`src/rtl/wb_stream_writer.sv`:
```
// wb_stream_writer: Wishbone master that streams 16-bit samples into a
// ping-pong ring buffer in an adjacent BlockRAM (write-only port, no ack).
//
// Ports:
//   clk_i, resetn         clock, asynchronous active-low reset
//   enable_i              capture enable; low = idle, ring index cleared
//   s_data_i/s_valid_i    sample stream in; s_ready_o is combinational
//   wb_*_o                Wishbone write port (stb/cyc/we/adr/dat/sel)
//   irq_half_o/irq_full_o one-cycle pulses with the last write of each half
//   wr_index_o            ring index of the next write
//   overrun_o             sticky overrun flag (0 unless overrun logic built)
//
// Build option: define WB_STREAM_WRITER_OVERRUN_EN to add buf_release_i and
// per-half pending tracking; a sample that would enter a still-pending half is
// dropped and overrun_o is set. Without it the ring overwrites freely.
module wb_stream_writer #(
  parameter int unsigned adr_width = 10,
  parameter logic [13:0] base_adr  = 14'h0000
) (
  input  logic                 clk_i,
  input  logic                 resetn,
  input  logic                 enable_i,
  input  logic [15:0]          s_data_i,
  input  logic                 s_valid_i,
  output logic                 s_ready_o,
  output logic                 wb_stb_o,
  output logic                 wb_cyc_o,
  output logic                 wb_we_o,
  output logic [13:0]          wb_adr_o,
  output logic [15:0]          wb_dat_o,
  output logic [1:0]           wb_sel_o,
  output logic                 irq_half_o,
  output logic                 irq_full_o,
  output logic [adr_width-1:0] wr_index_o,
`ifdef WB_STREAM_WRITER_OVERRUN_EN
  input  logic                 buf_release_i,
`endif
  output logic                 overrun_o
);

  localparam logic [adr_width-1:0] IDX_ONE       = {{(adr_width-1){1'b0}}, 1'b1};
  localparam logic [adr_width-1:0] IDX_LAST      = {adr_width{1'b1}};
  localparam logic [adr_width-1:0] IDX_HALF_LAST = {1'b0, {(adr_width-1){1'b1}}};

  typedef enum logic {ST_IDLE, ST_RUN} state_e;

  state_e               state_q, state_d;
  logic [adr_width-1:0] idx_q, idx_d;
  logic                 stb_q, stb_d;
  logic [13:0]          adr_q, adr_d;
  logic [15:0]          dat_q, dat_d;
  logic                 half_q, half_d;
  logic                 full_q, full_d;
  logic                 ready_c;
  logic                 accept_c;
  logic                 blocked_c;
  logic                 wr_c;

  // State register and registered Wishbone/IRQ outputs
  always_ff @(posedge clk_i or negedge resetn) begin
    if (!resetn) begin
      state_q <= ST_IDLE;
      idx_q   <= '0;
      stb_q   <= 1'b0;
      adr_q   <= base_adr;
      dat_q   <= '0;
      half_q  <= 1'b0;
      full_q  <= 1'b0;
    end else begin
      state_q <= state_d;
      idx_q   <= idx_d;
      stb_q   <= stb_d;
      adr_q   <= adr_d;
      dat_q   <= dat_d;
      half_q  <= half_d;
      full_q  <= full_d;
    end
  end

  // Next-state logic: one write issued the cycle after each accepted sample
  always_comb begin
    state_d  = state_q;
    idx_d    = idx_q;
    stb_d    = 1'b0;
    adr_d    = adr_q;
    dat_d    = dat_q;
    half_d   = 1'b0;
    full_d   = 1'b0;
    ready_c  = (state_q == ST_RUN) && enable_i;
    accept_c = ready_c && s_valid_i;
    wr_c     = accept_c && !blocked_c;
    case (state_q)
      ST_IDLE: begin
        idx_d = '0;
        if (enable_i) state_d = ST_RUN;
      end
      ST_RUN: begin
        if (!enable_i) begin
          state_d = ST_IDLE;
          idx_d   = '0;
        end else if (wr_c) begin
          stb_d  = 1'b1;
          // base_adr is depth-aligned, so the index never carries into it
          adr_d  = base_adr + 14'(idx_q);
          dat_d  = s_data_i;
          half_d = (idx_q == IDX_HALF_LAST);
          full_d = (idx_q == IDX_LAST);
          idx_d  = idx_q + IDX_ONE;
        end
      end
      default: state_d = ST_IDLE;
    endcase
  end

`ifdef WB_STREAM_WRITER_OVERRUN_EN
  localparam logic [adr_width-1:0] IDX_HALF = {1'b1, {(adr_width-1){1'b0}}};

  logic [1:0] pend_q, pend_d;
  logic       last_q, last_d;
  logic       ovr_q, ovr_d;

  // Pending halves, the half set most recently, and the sticky overrun flag
  always_ff @(posedge clk_i or negedge resetn) begin
    if (!resetn) begin
      pend_q <= '0;
      last_q <= 1'b0;
      ovr_q  <= 1'b0;
    end else begin
      pend_q <= pend_d;
      last_q <= last_d;
      ovr_q  <= ovr_d;
    end
  end

  // A write is blocked while its target half start is still pending
  assign blocked_c = ((idx_q == '0) && pend_q[0]) || ((idx_q == IDX_HALF) && pend_q[1]);

  // Release frees the oldest pending half before this cycle's IRQ sets one
  always_comb begin
    pend_d = pend_q;
    last_d = last_q;
    ovr_d  = ovr_q || (accept_c && blocked_c);
    if (buf_release_i) begin
      if (pend_q == 2'b11) pend_d[~last_q] = 1'b0;
      else                 pend_d = '0;
    end
    if (half_q) begin
      pend_d[0] = 1'b1;
      last_d    = 1'b0;
    end
    if (full_q) begin
      pend_d[1] = 1'b1;
      last_d    = 1'b1;
    end
    if (!enable_i) begin
      pend_d = '0;
      ovr_d  = 1'b0;
    end
  end

  assign overrun_o = ovr_q;
`else
  assign blocked_c = 1'b0;
  assign overrun_o = 1'b0;
`endif

  assign s_ready_o  = ready_c;
  assign wb_stb_o   = stb_q;
  assign wb_cyc_o   = stb_q;
  assign wb_we_o    = stb_q;
  assign wb_adr_o   = adr_q;
  assign wb_dat_o   = dat_q;
  assign wb_sel_o   = 2'b11;
  assign irq_half_o = half_q;
  assign irq_full_o = full_q;
  assign wr_index_o = idx_q;

endmodule

```
`config.mk`:
```
export PLATFORM = sky130hd
export DESIGN_NAME = wb_stream_writer
export DESIGN_NICKNAME = d
export VERILOG_FILES = /design/src/rtl/wb_stream_writer.sv
export SDC_FILE = /design/constraint.sdc
export NUM_CORES = 1
export LEC_CHECK = 0
export CAP_MARGIN = 20
export CORE_ASPECT_RATIO = 0.9
export CORE_MARGIN = 2
export CORE_UTILIZATION = 50
export CTS_BUF_LIST = sky130_fd_sc_hd__clkbuf_8
export DETAILED_ROUTE_END_ITERATION = 8
export DONT_BUFFER_PORTS = 1
export HOLD_SLACK_MARGIN = 0.12
export PLACE_DENSITY = 0.75
export SLEW_MARGIN = 25
export SYNTH_ARGS = -nofsm -noshare
export SYNTH_HDL_FRONTEND = slang
export SYNTH_SLANG_ARGS = --single-unit
```
`constraint.sdc`:
```
create_clock -name clk_i -period 4.3 [get_ports clk_i]
set_input_delay 0.43 -clock clk_i [delete_from_list [all_inputs] [get_ports clk_i]]
set_output_delay 0.43 -clock clk_i [all_outputs]
set_load 0.05 [all_outputs]
```
==> run metrics <==
fin crit period=2190 ps; routing usage on met3=9.94%; Largest stage delay, worst path=610 ps; number of hold violations in the final report=0; I/O Pins=69; relative slew slack=57.1%; leading area contributor after synthesis=dfrtp_1; die width=64.8 um; DR vias=961; Die Area=3810 um2; CP endpoint kind=register; library cells used by synthesis=24; Clock Latency Late Sink=280 ps; Leak=0.820 nW; most frequent cells in the layout=dfrtp_1 (40), mux2_2 (24), conb_1 (7), clkbuf_8 (7); final core occ=57.1%; root buf cell=clkbuf_8; max-slew violations=0; drt via density=5.62; Sink Count=40; CP cell instances=nand2_1, inv_1, nand2_2, mux2_2; number of global-route vias before repair=967; share of cells above drive strength 1=27.9%; post_cts resized=0; status=finished clean; critical path launch point type=register; Final HPWL DP=2.07 mm; Synth top area share=60.1%; hold_sp=enable_i; number of hold buffers added after CTS=2; FF-to-FF path depth=4; Setup Buffers After CTS=0; Remaining DRCs=0; Crit. path cell count=4; first drt pass iteration count=4; Ys Warns=0; RSZ-0062 raised after global routing=no; Filler Cell Count=261; synthesized area=1670 um2; worst setup path start=state_q; core area=3110 um2; Avg WL per Cell=17.1 um; grt total ovfl=0; Finish-stage setup viols=0; Synth Instances=128; Area Overhead vs Synth=6.69%; setup TNS=0 ps; max cap viols=0; height of the die=58.8 um; Hold WS=172 ps; HP Class=input pin to register; Starting Density=53.5%; row count=19; Power per Cell Area=487 nW/um2; routing usage on met2=28.0%; busiest grt layer=met2; antenna viol nets, final=0; Clk pin slew, worst setup/hold paths=70 ps; largest net degree at the start of global routing=41; Synth Register Bits=40; largest cells by area after synthesis=dfrtp_1 (60%), mux2_2 (16%), buf_4 (5.0%); gr usage total=17.1%; worst-margin pin slew=642 ps; # diodes=0; delay-heaviest family, CP=simple AND/OR/NAND/NOR gates; CTS HTree Levels=2; r2r startpoint=state_q; critical path peak fanout=29; CTS Buf Count=5; first-pass GRT wire length=4.76 mm; worst-path cell with the longest stage delay=nand2_2; FMAX=456 MHz; drt total wl=2.93 mm; drt first-iter violations=57; sequential area share after synthesis=60.1%; skew final=3.66 ps; Max Root-Sink Buffers=2; Buf/Inv on CP=1; Final period util=51.0%; final estimated routing congestion in global placement=0.747; most common cell after layout, fill and taps aside=dfrtp_1; fin nets=150; mean area per synthesized cell=13.0 um2; CP arrival=2360 ps; Peak VDD IR=0.328 mV; TritonCTS clock tree=yes; grt met1 use=18.6%; PortBufs=0; required time of the critical path=4470 ps; crit path kind=register to register; antenna violations before repair=0; cell depth of the worst min-delay path=0
-- cell usage after synthesis --
cell type,instances
a21oi_1,4
buf_2,2
buf_4,11
clkbuf_1,1
conb_1,2
dfrtp_1,40
ha_1,1
inv_1,5
mux2_2,24
mux2i_1,2
nand2_1,6
nand2b_1,1
nand3_1,1
nand4_1,2
nand4_2,2
nor2_1,5
nor3_1,1
nor4_1,2
o21ai_0,5
o31ai_1,3
or3_1,1
or4_1,3
xnor2_1,1
xor2_1,3
-- worst reg2reg max path: stages (launching register included) --
cell and delay [ps]:
dfrtp_1 370, nand2_1 310, inv_1 370, nand2_2 610, mux2_2 410
-- metal layers --
metal / vias to the layer above / share of wire [%] / wire length (um)
met1: 478 / 36 / 1050
met5: - / 0 / 0
met4: 0 / 0.72 / 21
met2: 52 / 51 / 1500
met3: 4 / 12 / 358
li1: 427 / - / -
-- logic make-up after synthesis --
group / count (synthesis) / synth area share [%]
DFF: 40 / 60.1
buffers and inverters: 19 / 6.91
other: 2 / 0.451
and+or+nand+nor: 24 / 8.19
muxes: 26 / 17.4
adders and majority gates: 1 / 0.751
xor gates and xnor gates: 4 / 2.10
AOI/OAI and AO/OA: 12 / 4.06
-- cell type report --
class	count	area, um2	share of cell area, %
clock buffer	7	96.3	5.42
inverter	5	18.8	1.06
multi-input combinational	74	571	32.1
sequential	40	1000	56.3
tap	42	52.6	2.96
timing repair buffer	3	37.5	2.11
-- worst paths after layout --
path | end | slack (ps)
setup / recovery | wb_dat_o[5] | 2110
hold reg to reg | wr_index_o[1] | 780
setup reg to reg | wb_dat_o[5] | 2110
max in group asynchronous | wb_dat_o[5] | 3500
min in group asynchronous | irq_half_o | 610
hold / removal | state_q | 170
-- per-stage QoR --
step	power (W)	setup WS, ps	cell area, um2	instances
final	0.000866	2110	1780	171
after global routing	0.000902	1940	1780	171
after CTS	0.000877	1740	1770	171
after detailed placement	0.000606	1640	1650	162
after global placement	0.000601	1760	1650	162
after floorplan	0.000601	2540	1680	133
-- power by group --
part	switching [W]	internal (W)	total [W]	leakage, nW
sequential	0.000132	0.000405	0.000538	0.521
combinational	0.0000410	0.0000284	0.0000693	0.249
clock	0.000116	0.000143	0.000259	0.0503
total	0.000289	0.000576	0.000866	0.820
-- state kept, by name (all words and copies together), names as in the netlist --
signal,count
wb_adr_o,10
irq_half_o,1
wb_dat_o,16
wr_index_o,10
wb_cyc_o,1
state_q,1
irq_full_o,1
Note: power is estimated with default switching activity, not from simulation.
